==> src/rtl/pipe_stage_hs_if.sv <==
`default_nettype none
// ============================================================================
// Module      : pipe_stage_hs_if
// Description : Bundle of the pipeline-stage handshake, payload and control
//               signals.
//               master : drives the upstream beat, downstream ready, hold, flush
//               slave  : the stage itself (drives in_ready and the output beat)
//               Signals: hold_i, flush_i, in_valid_i/in_ready_o,
//                        inst_i/addr_i/sb_i, out_valid_o/out_ready_i,
//                        inst_o/addr_o/sb_o
// Revision    : 1.0 - initial release
// ============================================================================
interface pipe_stage_hs_if #(
    parameter int DW  = 32,
    parameter int AW  = 32,
    parameter int SBW = 4
);
    logic           hold_i;
    logic           flush_i;
    logic           in_valid_i;
    logic           in_ready_o;
    logic [DW-1:0]  inst_i;
    logic [AW-1:0]  addr_i;
    logic [SBW-1:0] sb_i;
    logic           out_valid_o;
    logic           out_ready_i;
    logic [DW-1:0]  inst_o;
    logic [AW-1:0]  addr_o;
    logic [SBW-1:0] sb_o;

    modport master (
        output hold_i, flush_i, in_valid_i, inst_i, addr_i, sb_i, out_ready_i,
        input  in_ready_o, out_valid_o, inst_o, addr_o, sb_o
    );

    modport slave (
        input  hold_i, flush_i, in_valid_i, inst_i, addr_i, sb_i, out_ready_i,
        output in_ready_o, out_valid_o, inst_o, addr_o, sb_o
    );
endinterface
`default_nettype wire

==> src/rtl/pipe_stage_hs.sv <==
`default_nettype none
// ============================================================================
// Module      : pipe_stage_hs
// Description : Handshaked pipeline stage register carrying an instruction,
//               its address and a sideband field. Supports ctrl hold and
//               flush; an empty stage presents a NOP bubble.
//               Optional macro PIPE_STAGE_SKID_EN adds a skid register that
//               removes the combinational out_ready -> in_ready path.
//               Ports: clk, rstn (sync, active-low),
//                      bus (pipe_stage_hs_if.slave) - handshake/payload/ctrl
// Revision    : 1.0 - initial release
// ============================================================================
module pipe_stage_hs #(
    parameter int             DW      = 32,
    parameter int             AW      = 32,
    parameter int             SBW     = 4,
    parameter logic [DW-1:0]  NOP_VAL = DW'(32'h0000_0013)
) (
    input wire              clk,
    input wire              rstn,
    pipe_stage_hs_if.slave  bus
);

`ifdef PIPE_STAGE_SKID_EN
    typedef enum logic [1:0] {
        S_EMPTY = 2'd0,
        S_FULL  = 2'd1,
        S_SKID  = 2'd2
    } state_t;
`else
    typedef enum logic [1:0] {
        S_EMPTY = 2'd0,
        S_FULL  = 2'd1
    } state_t;
`endif

    state_t         state_q, state_d;
    logic [DW-1:0]  inst_q,  inst_d;
    logic [AW-1:0]  addr_q,  addr_d;
    logic [SBW-1:0] sb_q,    sb_d;
`ifdef PIPE_STAGE_SKID_EN
    logic [DW-1:0]  skid_inst_q, skid_inst_d;
    logic [AW-1:0]  skid_addr_q, skid_addr_d;
    logic [SBW-1:0] skid_sb_q,   skid_sb_d;
`endif

    logic out_valid;
    logic in_ready;
    logic in_xfer;
    logic out_xfer;

    assign out_valid = (state_q != S_EMPTY);

    // Ready is held low during reset; flush always drains the offered beat.
`ifdef PIPE_STAGE_SKID_EN
    assign in_ready = rstn & ((~bus.hold_i & (state_q != S_SKID)) | bus.flush_i);
`else
    assign in_ready = rstn & ((~bus.hold_i & (~out_valid | bus.out_ready_i)) | bus.flush_i);
`endif

    assign in_xfer  = bus.in_valid_i & in_ready;
    assign out_xfer = out_valid & bus.out_ready_i;

    always_comb begin
        state_d = state_q;
        inst_d  = inst_q;
        addr_d  = addr_q;
        sb_d    = sb_q;
`ifdef PIPE_STAGE_SKID_EN
        skid_inst_d = skid_inst_q;
        skid_addr_d = skid_addr_q;
        skid_sb_d   = skid_sb_q;
`endif
        if (bus.flush_i) begin
            // Any output transfer this cycle already completed downstream;
            // everything held is simply dropped.
            state_d = S_EMPTY;
            inst_d  = NOP_VAL;
            addr_d  = '0;
            sb_d    = '0;
`ifdef PIPE_STAGE_SKID_EN
            skid_inst_d = NOP_VAL;
            skid_addr_d = '0;
            skid_sb_d   = '0;
`endif
        end else begin
            case (state_q)
                S_EMPTY: begin
                    if (in_xfer) begin
                        state_d = S_FULL;
                        inst_d  = bus.inst_i;
                        addr_d  = bus.addr_i;
                        sb_d    = bus.sb_i;
                    end
                end
                S_FULL: begin
                    if (in_xfer && out_xfer) begin
                        inst_d = bus.inst_i;
                        addr_d = bus.addr_i;
                        sb_d   = bus.sb_i;
                    end else if (out_xfer) begin
                        // Going empty: main reg becomes the NOP bubble.
                        state_d = S_EMPTY;
                        inst_d  = NOP_VAL;
                        addr_d  = '0;
                        sb_d    = '0;
`ifdef PIPE_STAGE_SKID_EN
                    end else if (in_xfer) begin
                        state_d     = S_SKID;
                        skid_inst_d = bus.inst_i;
                        skid_addr_d = bus.addr_i;
                        skid_sb_d   = bus.sb_i;
`endif
                    end
                end
`ifdef PIPE_STAGE_SKID_EN
                S_SKID: begin
                    if (out_xfer) begin
                        state_d     = S_FULL;
                        inst_d      = skid_inst_q;
                        addr_d      = skid_addr_q;
                        sb_d        = skid_sb_q;
                        skid_inst_d = NOP_VAL;
                        skid_addr_d = '0;
                        skid_sb_d   = '0;
                    end
                end
`endif
                default: begin
                    state_d = S_EMPTY;
                end
            endcase
        end
    end

    always_ff @(posedge clk) begin
        if (!rstn) begin
            state_q <= S_EMPTY;
            inst_q  <= NOP_VAL;
            addr_q  <= '0;
            sb_q    <= '0;
`ifdef PIPE_STAGE_SKID_EN
            skid_inst_q <= NOP_VAL;
            skid_addr_q <= '0;
            skid_sb_q   <= '0;
`endif
        end else begin
            state_q <= state_d;
            inst_q  <= inst_d;
            addr_q  <= addr_d;
            sb_q    <= sb_d;
`ifdef PIPE_STAGE_SKID_EN
            skid_inst_q <= skid_inst_d;
            skid_addr_q <= skid_addr_d;
            skid_sb_q   <= skid_sb_d;
`endif
        end
    end

    assign bus.in_ready_o  = in_ready;
    assign bus.out_valid_o = out_valid;
    assign bus.inst_o      = inst_q;
    assign bus.addr_o      = addr_q;
    assign bus.sb_o        = sb_q;

endmodule
`default_nettype wire

==> src/flat_wrapper.sv <==
// flat-port wrapper written by rule: the top's interface ports become plain ports
module pipe_stage_hs_flat 
#(
    parameter int             DW      = 32,
    parameter int             AW      = 32,
    parameter int             SBW     = 4,
    parameter logic [DW-1:0]  NOP_VAL = DW'(32'h0000_0013)
)
  (clk, rstn, bus_hold_i, bus_flush_i, bus_in_valid_i, bus_inst_i, bus_addr_i, bus_sb_i, bus_out_ready_i, bus_in_ready_o, bus_out_valid_o, bus_inst_o, bus_addr_o, bus_sb_o);
  pipe_stage_hs_if #(.DW(DW), .AW(AW), .SBW(SBW)) bus_i ();
  input wire clk;
  input wire rstn;
  input wire logic [$bits(bus_i.hold_i)-1:0] bus_hold_i;
  input wire logic [$bits(bus_i.flush_i)-1:0] bus_flush_i;
  input wire logic [$bits(bus_i.in_valid_i)-1:0] bus_in_valid_i;
  input wire logic [$bits(bus_i.inst_i)-1:0] bus_inst_i;
  input wire logic [$bits(bus_i.addr_i)-1:0] bus_addr_i;
  input wire logic [$bits(bus_i.sb_i)-1:0] bus_sb_i;
  input wire logic [$bits(bus_i.out_ready_i)-1:0] bus_out_ready_i;
  output wire logic [$bits(bus_i.in_ready_o)-1:0] bus_in_ready_o;
  output wire logic [$bits(bus_i.out_valid_o)-1:0] bus_out_valid_o;
  output wire logic [$bits(bus_i.inst_o)-1:0] bus_inst_o;
  output wire logic [$bits(bus_i.addr_o)-1:0] bus_addr_o;
  output wire logic [$bits(bus_i.sb_o)-1:0] bus_sb_o;
  assign bus_i.hold_i = bus_hold_i;
  assign bus_i.flush_i = bus_flush_i;
  assign bus_i.in_valid_i = bus_in_valid_i;
  assign bus_i.inst_i = bus_inst_i;
  assign bus_i.addr_i = bus_addr_i;
  assign bus_i.sb_i = bus_sb_i;
  assign bus_i.out_ready_i = bus_out_ready_i;
  assign bus_in_ready_o = bus_i.in_ready_o;
  assign bus_out_valid_o = bus_i.out_valid_o;
  assign bus_inst_o = bus_i.inst_o;
  assign bus_addr_o = bus_i.addr_o;
  assign bus_sb_o = bus_i.sb_o;
  pipe_stage_hs #(.DW(DW), .AW(AW), .SBW(SBW), .NOP_VAL(NOP_VAL)) u_core (.clk(clk), .rstn(rstn), .bus(bus_i));
endmodule
==> config.mk <==
export PLATFORM = sky130hd
export DESIGN_NAME = pipe_stage_hs_flat
export DESIGN_NICKNAME = d
export VERILOG_FILES = /design/src/rtl/pipe_stage_hs_if.sv /design/src/rtl/pipe_stage_hs.sv /design/src/flat_wrapper.sv
export SDC_FILE = /design/constraint.sdc
export NUM_CORES = 1
export LEC_CHECK = 0
export BUFFER_PORTS_ARGS = -buffer_cell sky130_fd_sc_hd__clkbuf_2
export CORE_ASPECT_RATIO = 1.25
export CORE_MARGIN = 2
export CORE_UTILIZATION = 41
export CTS_CLUSTER_DIAMETER = 200
export CTS_CLUSTER_SIZE = 24
export DETAILED_ROUTE_END_ITERATION = 12
export GPL_ROUTABILITY_DRIVEN = 0
export HOLD_SLACK_MARGIN = 0.08
export PLACE_DENSITY = 0.91
export SLEW_MARGIN = 20
export SYNTH_ARGS = -nofsm -noshare
export SYNTH_HDL_FRONTEND = slang
export SYNTH_SLANG_ARGS = --single-unit
==> constraint.sdc <==
create_clock -name clk -period 1.7 [get_ports clk]
set_input_delay 0.17 -clock clk [delete_from_list [all_inputs] [get_ports clk]]
set_output_delay 0.17 -clock clk [all_outputs]
set_load 0.05 [all_outputs]
==> metrics.md, run 1 <==
| Metric | Value |
|---|---|
| Post-CTS setup buffers | `0` |
| Synth Warn # | `0` |
| Max Slew Vio Count | `0` |
| First-pass GRT wire length | `around 11000 um` |
| Sequential share of the synthesized area | `0.637` |
| RSZ-0062 raised after global routing | `false` |
| Final instance area | `0.00382 sq mm` |
| Die W | `approximately 70 um` |
| CTS sink cnt | `69` |
| Post-CTS Resized | `0` |
| Total grt overflow | `0` |
| Crit-path max cell delay | `between 400 and 500 ps` |
| Row cnt | `29` |
| DP HPWL | `3580 um` |
| Setup violators final | `0` |
| Synthesized Nets | `241` |
| Final period util | `0.924` |
| Ports | `around 140` |
| Placed instance area | `0.00295 sq mm` |
| Largest area contributor in the netlist | `dfxtp_1` |
| Register bit count reported by yosys | `69` |
| Final hold slack | `92.3 ps` |
| Final Critical Period | `~1600 ps` |
| Area of the mapped netlist | `0.00217 sq mm` |
| Worst-path clk slew | `70 ps` |
| Clock root buffer master | `clkbuf_8` |
| Library cells used by synthesis | `15` |
| CP Data Arrival Time | `around 1400 ps` |
| Crit-path cells | `nor2b_4 -> nor2_1 -> o21a_1 -> clkbuf_2` |
| P per Cell Area | `914 mW/mm^2` |
| Synth area leaders | `dfxtp_1 64%, a22o_1 26%, buf_4 1.7%` |
| Die footprint | `0.00589 sq mm` |
| Syn Inst Count | `167` |
| Worst endpoint required time | `1530 ps` |
| Peak fanout along the critical path | `4` |
| Final WL | `a little under 7000 um` |
| Layout Skew | `5.08 ps` |
| Slew of the pin with the lowest slew margin | `354 ps` |
| Nets | `452` |
| Drt first pass iters | `5` |
| Nature of the critical path startpoint | `flop` |
| Overall Global Routing Usage | `0.241` |
| Rel. slew slack | `0.763` |
| Count of final hold-check violations | `0` |
| Maximum number of pins on one net before global-route repair | `60` |
| Slowest CP cell | `dfxtp_1` |
| Initial Utilization | `0.427` |
| Maximum clock insertion buffer count | `2` |
| Initial DRC Count | `79` |
| Vias in the first global route | `2354` |
| Fmax | `636 MHz` |
| Top-area cell type share of the netlist area | `0.637` |
| Vias per cell | `4.98` |
| H-tree depth | `3` |
| ANT cells | `0` |
| IO Port Bufs | `143` |
| CP Buf/Inv Count | `1` |
| Delay-heaviest family, CP | `flip-flops` |
| Crit path kind | `reg2out` |
| Clk Latency, worst-skew pair | `320 ps` |
| Outcome | `complete, no violations` |
| DRC | `0` |
| Synthesized area per cell | `13.0 sq um` |
| P&R area growth vs syn | `76.1%` |
| Final ANT Viol Nets | `0` |
| Leakage | `0.00188 uW` |
| Via Count | `around 2200` |
| Overall Power | `3490 uW` |
| Share of cells above drive strength 1 | `0.430` |
| Initial antenna violation count | `0` |
| Final core utilization | `0.751` |
| Setup tns final | `0 ps` |
| Maximum vdd ir drop | `about 620 uV` |
| Die Height | `85.3 um` |
| Max Cap Viol | `0` |
| Drt wl/cell | `~15 um` |
| CTS tree | `built` |
| Core area | `0.00508 sq mm` |
| TritonCTS buffer count | `9` |
| Critical Path Sink Type | `output pin` |
| Hold crit path type | `in2reg` |
==> state kept, by name (all words and copies together) (netlist names) <==
| signal | count |
|---|---|
| u_core.bus.addr_o | 32 |
| u_core.bus.inst_o | 32 |
| u_core.bus.sb_o | 4 |
| u_core.state_q | 1 |
==> final timing paths <==
kind                                startpoint                            endpoint  slack (ps)  cells after the start
min reg2reg  u_core.bus.inst_o[0]$_SDFFE_PP1P_   u_core.bus.inst_o[0]$_SDFFE_PP1P_         470                      2
min                             bus_inst_i[15]  u_core.bus.inst_o[15]$_SDFFE_PP0P_          90                      2
max             u_core.state_q[0]$_SDFFE_PP0P_                      bus_in_ready_o         130                      4
max reg2reg     u_core.state_q[0]$_SDFFE_PP0P_  u_core.bus.addr_o[14]$_SDFFE_PP0P_         300                      4
==> timing repair <==
action | 4_1_cts | 5_1_grt
endpoints found under the hold margin | 67 | 0
setup endpoints to repair | 0 | 0
hold buffers | 67 | 0
==> synth_stat cells (all sizes together) <==
cell type,n
a22oi,3
o21a,1
inv,7
a211oi,1
a22o,65
a21oi,1
nor2b,1
nand2b,1
dfxtp,69
nor2,2
nor4b,1
buf,9
clkbuf,5
nor3b,1
==> logic make-up (layout without fill, tap and decap cells) <==
kind of cell | Yosys count | after routing | share of synthesized area
DFF | 69 | 69 | 0.637
and+or+nand+nor | 6 | 6 | 0.0306
AOI/OAI and AO/OA | 71 | 71 | 0.285
buffers and inverters | 21 | 235 | 0.0473
==> per-layer routing <==
layer | track usage | vias to the layer above | part of all wire
met2 | 0.450 | 116 | 0.53
met4 | 0.111 | 0 | 0.026
met1 | 0.256 | 1021 | 0.38
met3 | 0.0534 | 17 | 0.060
met5 | 0 | - | 0
li1 | - | 1051 | -
==> where the power goes <==
part,switching [uW],internal (uW)
Clock,531,783
Combinational,266,232
Sequential,22.0,1650
Total,818,2670
==> final cells by class <==
type,instances,area (sq um)
Timing Repair Buffer,214,1440
Clock inverter,1,30.0
Inverter,7,26.3
Clock buffer,13,169
Tap cell,62,77.6
Sequential cell,69,1380
Fill cell,312,1260
Multi-Input combinational cell,77,691
==> worst register-to-register path, stage by stage (launching register included) <==
cell and delay (ps):
dfxtp_1 350, nor2b_4 160, nor4b_4 330, buf_12 300, a22o_1 210
==> placed cells by master, fill, tap and decap left out, types with 2 or more instances in the layout <==
cell type | netlist | routed
clkbuf_8 | 0 | 12
buf_4 | 5 | 2
buf_12 | 0 | 2
dlygate4sd3_1 | 0 | 67
a22oi_1 | 3 | 3
a22o_1 | 65 | 65
inv_1 | 7 | 7
dfxtp_1 | 69 | 69
clkbuf_2 | 0 | 143
nor2_1 | 2 | 2
==> per-stage QoR <==
step           cells  setup slack (ps)
2_1_floorplan    167              50.3
3_3_place_gp     362               353
3_5_place_dp     362               301
4_1_cts          443               108
5_1_grt          443              32.7
6_report         443               128
No activity file was read; power rests on OpenSTA's default activity.
==> inputs of run 2 (changes only) <==
Settings changed: PLACE_DENSITY 0.91 to 0.79.
==> run 2 against run 1 <==
- wire length decreased by 1.6%
- via count down 0.41%
- sequential share of layout area increased by 0.30 points
- sequential cell count did not move
- highest routed layer unchanged
==> metrics.md, run 2 (synthesis results as in run 1) <==
| Metric | Value |
|---|---|
| Total grt overflow | `0 (unchanged)` |
| Final ANT Viol Nets | `0 (unchanged)` |
| Reg2Reg Setup Slack | `310 ps (about the same)` |
| Clock root buffer master | `clkbuf_8` |
| Worst endpoint required time | `1530 ps (about the same)` |
| Slew of the pin with the lowest slew margin | `368 ps (+13.8 ps)` |
| Initial antenna violation count | `0 (unchanged)` |
| Die Height | `85.3 um (unchanged)` |
| Peak fanout along the critical path | `4 (unchanged)` |
| CP Data Arrival Time | `1430 ps (+30 ps)` |
| Initial DRC Count | `73 (-7.6%)` |
| CTS sink cnt | `69 (unchanged)` |
| Clk Latency, worst-skew pair | `320 ps (about the same)` |
| Die footprint | `0.00589 sq mm (unchanged)` |
| Delay-heaviest family, CP | `flip-flops` |
| Ports | `144 (unchanged)` |
| RSZ-0062 raised after global routing | `false` |
| IO Port Bufs | `143 (unchanged)` |
| CP Buf/Inv Count | `1 (unchanged)` |
| Share of cells above drive strength 1 | `0.430 (unchanged)` |
| Crit-path cells | `nor2b_4 -> nor2_1 -> o21a_1 -> clkbuf_2` |
| Setup violators final | `0 (unchanged)` |
| Multi-input gate area | `691 sq um (unchanged)` |
| Core area | `0.00508 sq mm (unchanged)` |
| Slowest CP cell | `dfxtp_1` |
| DRC | `0 (unchanged)` |
| Hold crit path type | `in2reg` |
| Setup ws final | `103 ps (-25.4 ps)` |
| TritonCTS buffer count | `9 (unchanged)` |
| FF/Latch Area | `0.00138 sq mm (unchanged)` |
| Hold Startpoint | `bus_inst_i[0]` |
| First-pass GRT wire length | `10800 um (-3.9%)` |
| P per Cell Area | `890 mW/mm^2 (-2.7%)` |
| Pre-CTS WS | `327 ps (+25.2 ps)` |
| Leakage | `0.00187 uW (-0.70%)` |
| Initial Utilization | `0.427 (unchanged)` |
| Critical Path Sink Type | `output pin` |
| Vias per cell | `4.96 (-0.41%)` |
| R2R Path Start | `u_core.state_q[0]$_SDFFE_PP0P_` |
| Most frequent cells in the layout | `143 x clkbuf_2, 69 x dfxtp_1, 66 x dlygate4sd3_1` |
| DP HPWL | `3570 um (-0.23%)` |
| Setup tns final | `0 ps (unchanged)` |
| Vias in the first global route | `2176 (-7.6%)` |
| Via Count | `2196 (-0.41%)` |
| Final hold slack | `91.0 ps (-1.32 ps)` |
| Final period util | `0.939 (+0.0150)` |
| Worst hold stages | `3 (+1)` |
| Layout Skew | `6.50 ps (+1.42 ps)` |
| Nets | `451 (-0.22%)` |
| CTS tree | `built` |
| Filler cells | `367 (+18%)` |
| Fmax | `626 MHz (-1.6%)` |
| Die W | `69.0 um (unchanged)` |
| Drt wl/cell | `15.2 um (-1.6%)` |
| Final Critical Period | `1600 ps (+25.4 ps)` |
| Nature of the critical path startpoint | `flop` |
| Max Slew Vio Count | `0 (unchanged)` |
| Maximum vdd ir drop | `683 uV (+9.3%)` |
| Hold Crit Endpoint | `u_core.bus.inst_o[0]$_SDFFE_PP1P_` |
| Overall Global Routing Usage | `0.235 (-0.00591)` |
| Final WL | `6750 um (-1.6%)` |
| Drt first pass iters | `4 (-1)` |
| Crit path kind | `reg2out` |
| Outcome | `complete, no violations` |
| Rel. slew slack | `0.754 (-0.00921)` |
| P&R area growth vs syn | `74.7%` |
| Worst reg-to-reg path cell count | `4 (unchanged)` |
| H-tree depth | `3 (unchanged)` |
| Max Cap Viol | `0 (unchanged)` |
| ANT cells | `0 (unchanged)` |
| Maximum clock insertion buffer count | `2 (unchanged)` |
| R2r endpoint | `u_core.bus.addr_o[10]$_SDFFE_PP0P_` |
| Post-CTS setup buffers | `0 (unchanged)` |
| Maximum number of pins on one net before global-route repair | `52 (-13%)` |
| Worst-path clk slew | `70 ps (about the same)` |
| Commonest non-fill, non-tap cell in the layout | `clkbuf_2` |
| Count of final hold-check violations | `0 (unchanged)` |
| Row cnt | `29 (unchanged)` |
| Crit-path max cell delay | `420 ps (about the same)` |
-- run 2: cell count changes in the layout (fill, tap and decap cells not counted), sizes merged --
cell,before,now
bufinv,1,0
clkbuf,156,157
dlygate4sd3,67,66
clkinv,0,1
-- run 2: worst max-delay path by stage --
stage,depth (start not counted),to,slack [ps],startpoint
CTS,4,bus_in_ready_o,80,u_core.state_q[0]$_SDFFE_PP0P_
global route,4,bus_in_ready_o,20,u_core.state_q[0]$_SDFFE_PP0P_
finish,4,bus_in_ready_o,100,u_core.state_q[0]$_SDFFE_PP0P_
detailed placement,4,u_core.bus.inst_o[0]$_SDFFE_PP1P_,330,u_core.state_q[0]$_SDFFE_PP0P_
global placement,4,u_core.bus.inst_o[4]$_SDFFE_PP1P_,370,u_core.state_q[0]$_SDFFE_PP0P_
floorplan,5,u_core.bus.inst_o[10]$_SDFFE_PP0P_,50,u_core.state_q[0]$_SDFFE_PP0P_
-- run 2: tightest hold or removal path, cell delays in order --
cell and delay [ps]:
clkbuf_2 80, inv_1 40, a22oi_1 70
-- run 2: area by class of cell --
type | count | share of cell area
multi-input cells | 77 | 0.182
repair buffers | 213 | 0.378
inverters | 7 | 0.00694
well taps | 62 | 0.0205
clock inverters | 1 | 0.00132
flip-flops and latches | 69 | 0.365
clock buffers | 14 | 0.0456
-- run 2: power breakdown --
group | internal, uW | total [uW] | leakage, uW | switching (uW)
registers | 1650 | 1680 | 0.000559 | 21.5
clock network | 641 | 1200 | 0.0000926 | 555
logic | 231 | 495 | 0.00121 | 264
-- run 2: stage by stage --
step	util	power, uW	std cells	area, sq um
detailed placement	0.580	2080	362	2950
finish	0.745	3370	443	3780
floorplan	-	1930	167	2170
global placement	0.580	2070	362	2950
global route	0.745	3490	443	3780
CTS	0.745	3390	443	3780
-- run 2: routing by layer --
metal	GRT usage	vias to the layer above	part of all wire
met2	0.402	100	0.51
met1	0.273	1028	0.40
met3	0.0653	15	0.062
met4	0.111	0	0.026
met5	0	-	0
li1	-	1053	-
-- run 2: timing repair --
item                      CTS  global route
hold buffers               66             0
hold endpoints to repair   66             0
resized for setup           0             0
==> inputs of run 3 (changes only) <==
Settings changed: CORE_UTILIZATION 41 to 40, PLACE_DENSITY 0.79 to 0.77.
==> run 3 against run 2 <==
- hold slack improved by 15 ps
- sequential share of layout area barely moved
- clock skew about the same
- first-iteration DRC count increased by 32%
- wire length is 0.86% lower
- utilization fell by 0.95 points
- register-to-register slack worse by 110 ps
- critical path depth unchanged
- final cell count up 0.68%
- critical path type unchanged
- largest cell class unchanged
==> metrics.md, run 3 (synthesis results as in run 1) <==
| Metric | Value |
|---|---|
| Sw Share | `0.255 (+0.00508)` |
| Most frequent cells in the layout | `143 x clkbuf_2, 69 x dfxtp_1, 67 x dlygate4sd3_1` |
| Overall Global Routing Usage | `0.226 (-0.00892)` |
| TritonCTS buffer count | `9 (unchanged)` |
| Drt wl/cell | `15.0 um (-1.5%)` |
| Hold crit path type | `in2reg` |
| Crit path from | `u_core.state_q[0]$_SDFFE_PP0P_` |
| IO Port Bufs | `143 (unchanged)` |
| Max Slew Vio Count | `0 (unchanged)` |
| Die Height | `86.3 um (+1.2%)` |
| Die W | `69.8 um (+1.2%)` |
| Commonest non-fill, non-tap cell in the layout | `clkbuf_2` |
| P&R area growth vs syn | `74.9%` |
| Setup tns final | `0 ps (unchanged)` |
| Outcome | `complete, no violations` |
| Setup violators final | `0 (unchanged)` |
| Rel. slew slack | `0.761 (+0.00709)` |
| Ports | `144 (unchanged)` |
| Clock Power Share | `0.350 (-0.005)` |
| Post-CTS setup buffers | `0 (unchanged)` |
| Row cnt | `29 (unchanged)` |
| First-pass GRT wire length | `10800 um (-0.69%)` |
| Maximum vdd ir drop | `542 uV (-21%)` |
| Final period util | `0.932 (-0.00787)` |
| CTS sink cnt | `69 (unchanged)` |
| Vias per cell | `4.94 (-0.40%)` |
| CTS tree | `built` |
| Share of cells above drive strength 1 | `0.435 (+0.00445)` |
| Via Count | `2202 (+0.27%)` |
| Overall Power | `3340 uW (-0.89%)` |
| Count of final hold-check violations | `0 (unchanged)` |
| Hold Buf Count CTS | `67 (+1.5%)` |
| Final WL | `6690 um (-0.86%)` |
| Initial DRC Count | `96 (+32%)` |
| RSZ-0062 raised after global routing | `false` |
| R2R Path Start | `u_core.state_q[0]$_SDFFE_PP0P_` |
| Maximum clock insertion buffer count | `2 (unchanged)` |
| Layout Skew | `6.59 ps (+0.0956 ps)` |
| Maximum number of pins on one net before global-route repair | `37 (-29%)` |
| Final Critical Period | `1580 ps (-13.4 ps)` |
| Max Cap Viol | `0 (unchanged)` |
| Hold Startpoint | `bus_inst_i[0]` |
| Leakage | `0.00187 uW (+0.30%)` |
| Worst-path clk slew | `70 ps (about the same)` |
| Nature of the critical path startpoint | `flop` |
| Final ANT Viol Nets | `0 (unchanged)` |
| DRC | `0 (unchanged)` |
| Final hold slack | `106 ps (+14.8 ps)` |
| DP HPWL | `3640 um (+2.0%)` |
| Logic pwr share | `0.148 (about the same)` |
| Clk Latency, worst-skew pair | `330 ps (about the same)` |
| Pint | `2490 uW (-1.6%)` |
| Peak fanout along the critical path | `4 (unchanged)` |
| Vias in the first global route | `2254 (+3.6%)` |
| Sequential share of power | `0.502 (+0.004)` |
| CP Data Arrival Time | `1410 ps (-20 ps)` |
| Slew of the pin with the lowest slew margin | `358 ps (-10.6 ps)` |
| Drt first pass iters | `4 (unchanged)` |
| Initial Utilization | `0.421 (-0.00601)` |
| Total grt overflow | `0 (unchanged)` |
| Psw | `851 uW (+1.1%)` |
| Critical Path Sink Type | `output pin` |
| Nets | `453 (+0.44%)` |
| Initial antenna violation count | `0 (unchanged)` |
| P per Cell Area | `880 mW/mm^2 (-1.0%)` |
| H-tree depth | `3 (unchanged)` |
| ANT cells | `0 (unchanged)` |
| Core area | `0.00515 sq mm (+1.4%)` |
| Filler cells | `357 (-2.7%)` |
| Post-CTS Resized | `0 (unchanged)` |
| Die footprint | `0.00603 sq mm (+2.4%)` |
| Fmax | `631 MHz (+0.84%)` |
| Worst endpoint required time | `1530 ps (about the same)` |
| Clock root buffer master | `clkbuf_8` |
| Crit path kind | `reg2out` |
run 3: critical path, stage by stage (launching register included):
cell	delay, ps
dfxtp_1	420
nor2b_4	230
nor2_1	60
o21a_1	160
clkbuf_2	230
run 3: cell type report:
cell class                      count  area (sq um)  share of cell area
Timing Repair Buffer              215          1440               0.379
Sequential cell                    69          1380               0.364
Multi-Input combinational cell     77           691               0.182
Clock buffer                       12           155              0.0409
Tap cell                           62          77.6              0.0205
Inverter                            7          26.3             0.00693
Clock inverter                      4          22.5             0.00594
run 3: final timing paths:
path | endpoint | slack [ps] | depth (start not counted)
worst max-delay path | bus_in_ready_o | 120 | 4
worst min-delay path | u_core.bus.inst_o[0]$_SDFFE_PP1P_ | 110 | 3
worst max register to register | u_core.bus.addr_o[21]$_SDFFE_PP0P_ | 200 | 4
worst min register to register | u_core.bus.inst_o[1]$_SDFFE_PP1P_ | 460 | 2
run 3: per-stage QoR:
step,utilization,worst slack [ps],instance area (sq um),std cells
6_report,0.736,116,3790,446
5_1_grt,0.736,44.2,3790,446
4_1_cts,0.736,94.9,3790,446
3_5_place_dp,0.571,219,2940,363
3_3_place_gp,0.571,274,2940,363
2_1_floorplan,-,50.3,2170,167
run 3: layer usage:
metal,vias up,track usage,share of wire
met5,-,0,0
met4,0,0.0979,0.021
met3,14,0.0465,0.058
met2,98,0.409,0.52
met1,1037,0.259,0.40
li1,1053,-,-
run 3: power by group through the flow:
stage	Clock (uW)	Sequential [uW]	Combinational, uW
2_1_floorplan	0	1840	91.7
3_3_place_gp	0	1710	360
3_5_place_dp	0	1710	365
4_1_cts	1200	1670	486
5_1_grt	1280	1680	523
6_report	1170	1680	494
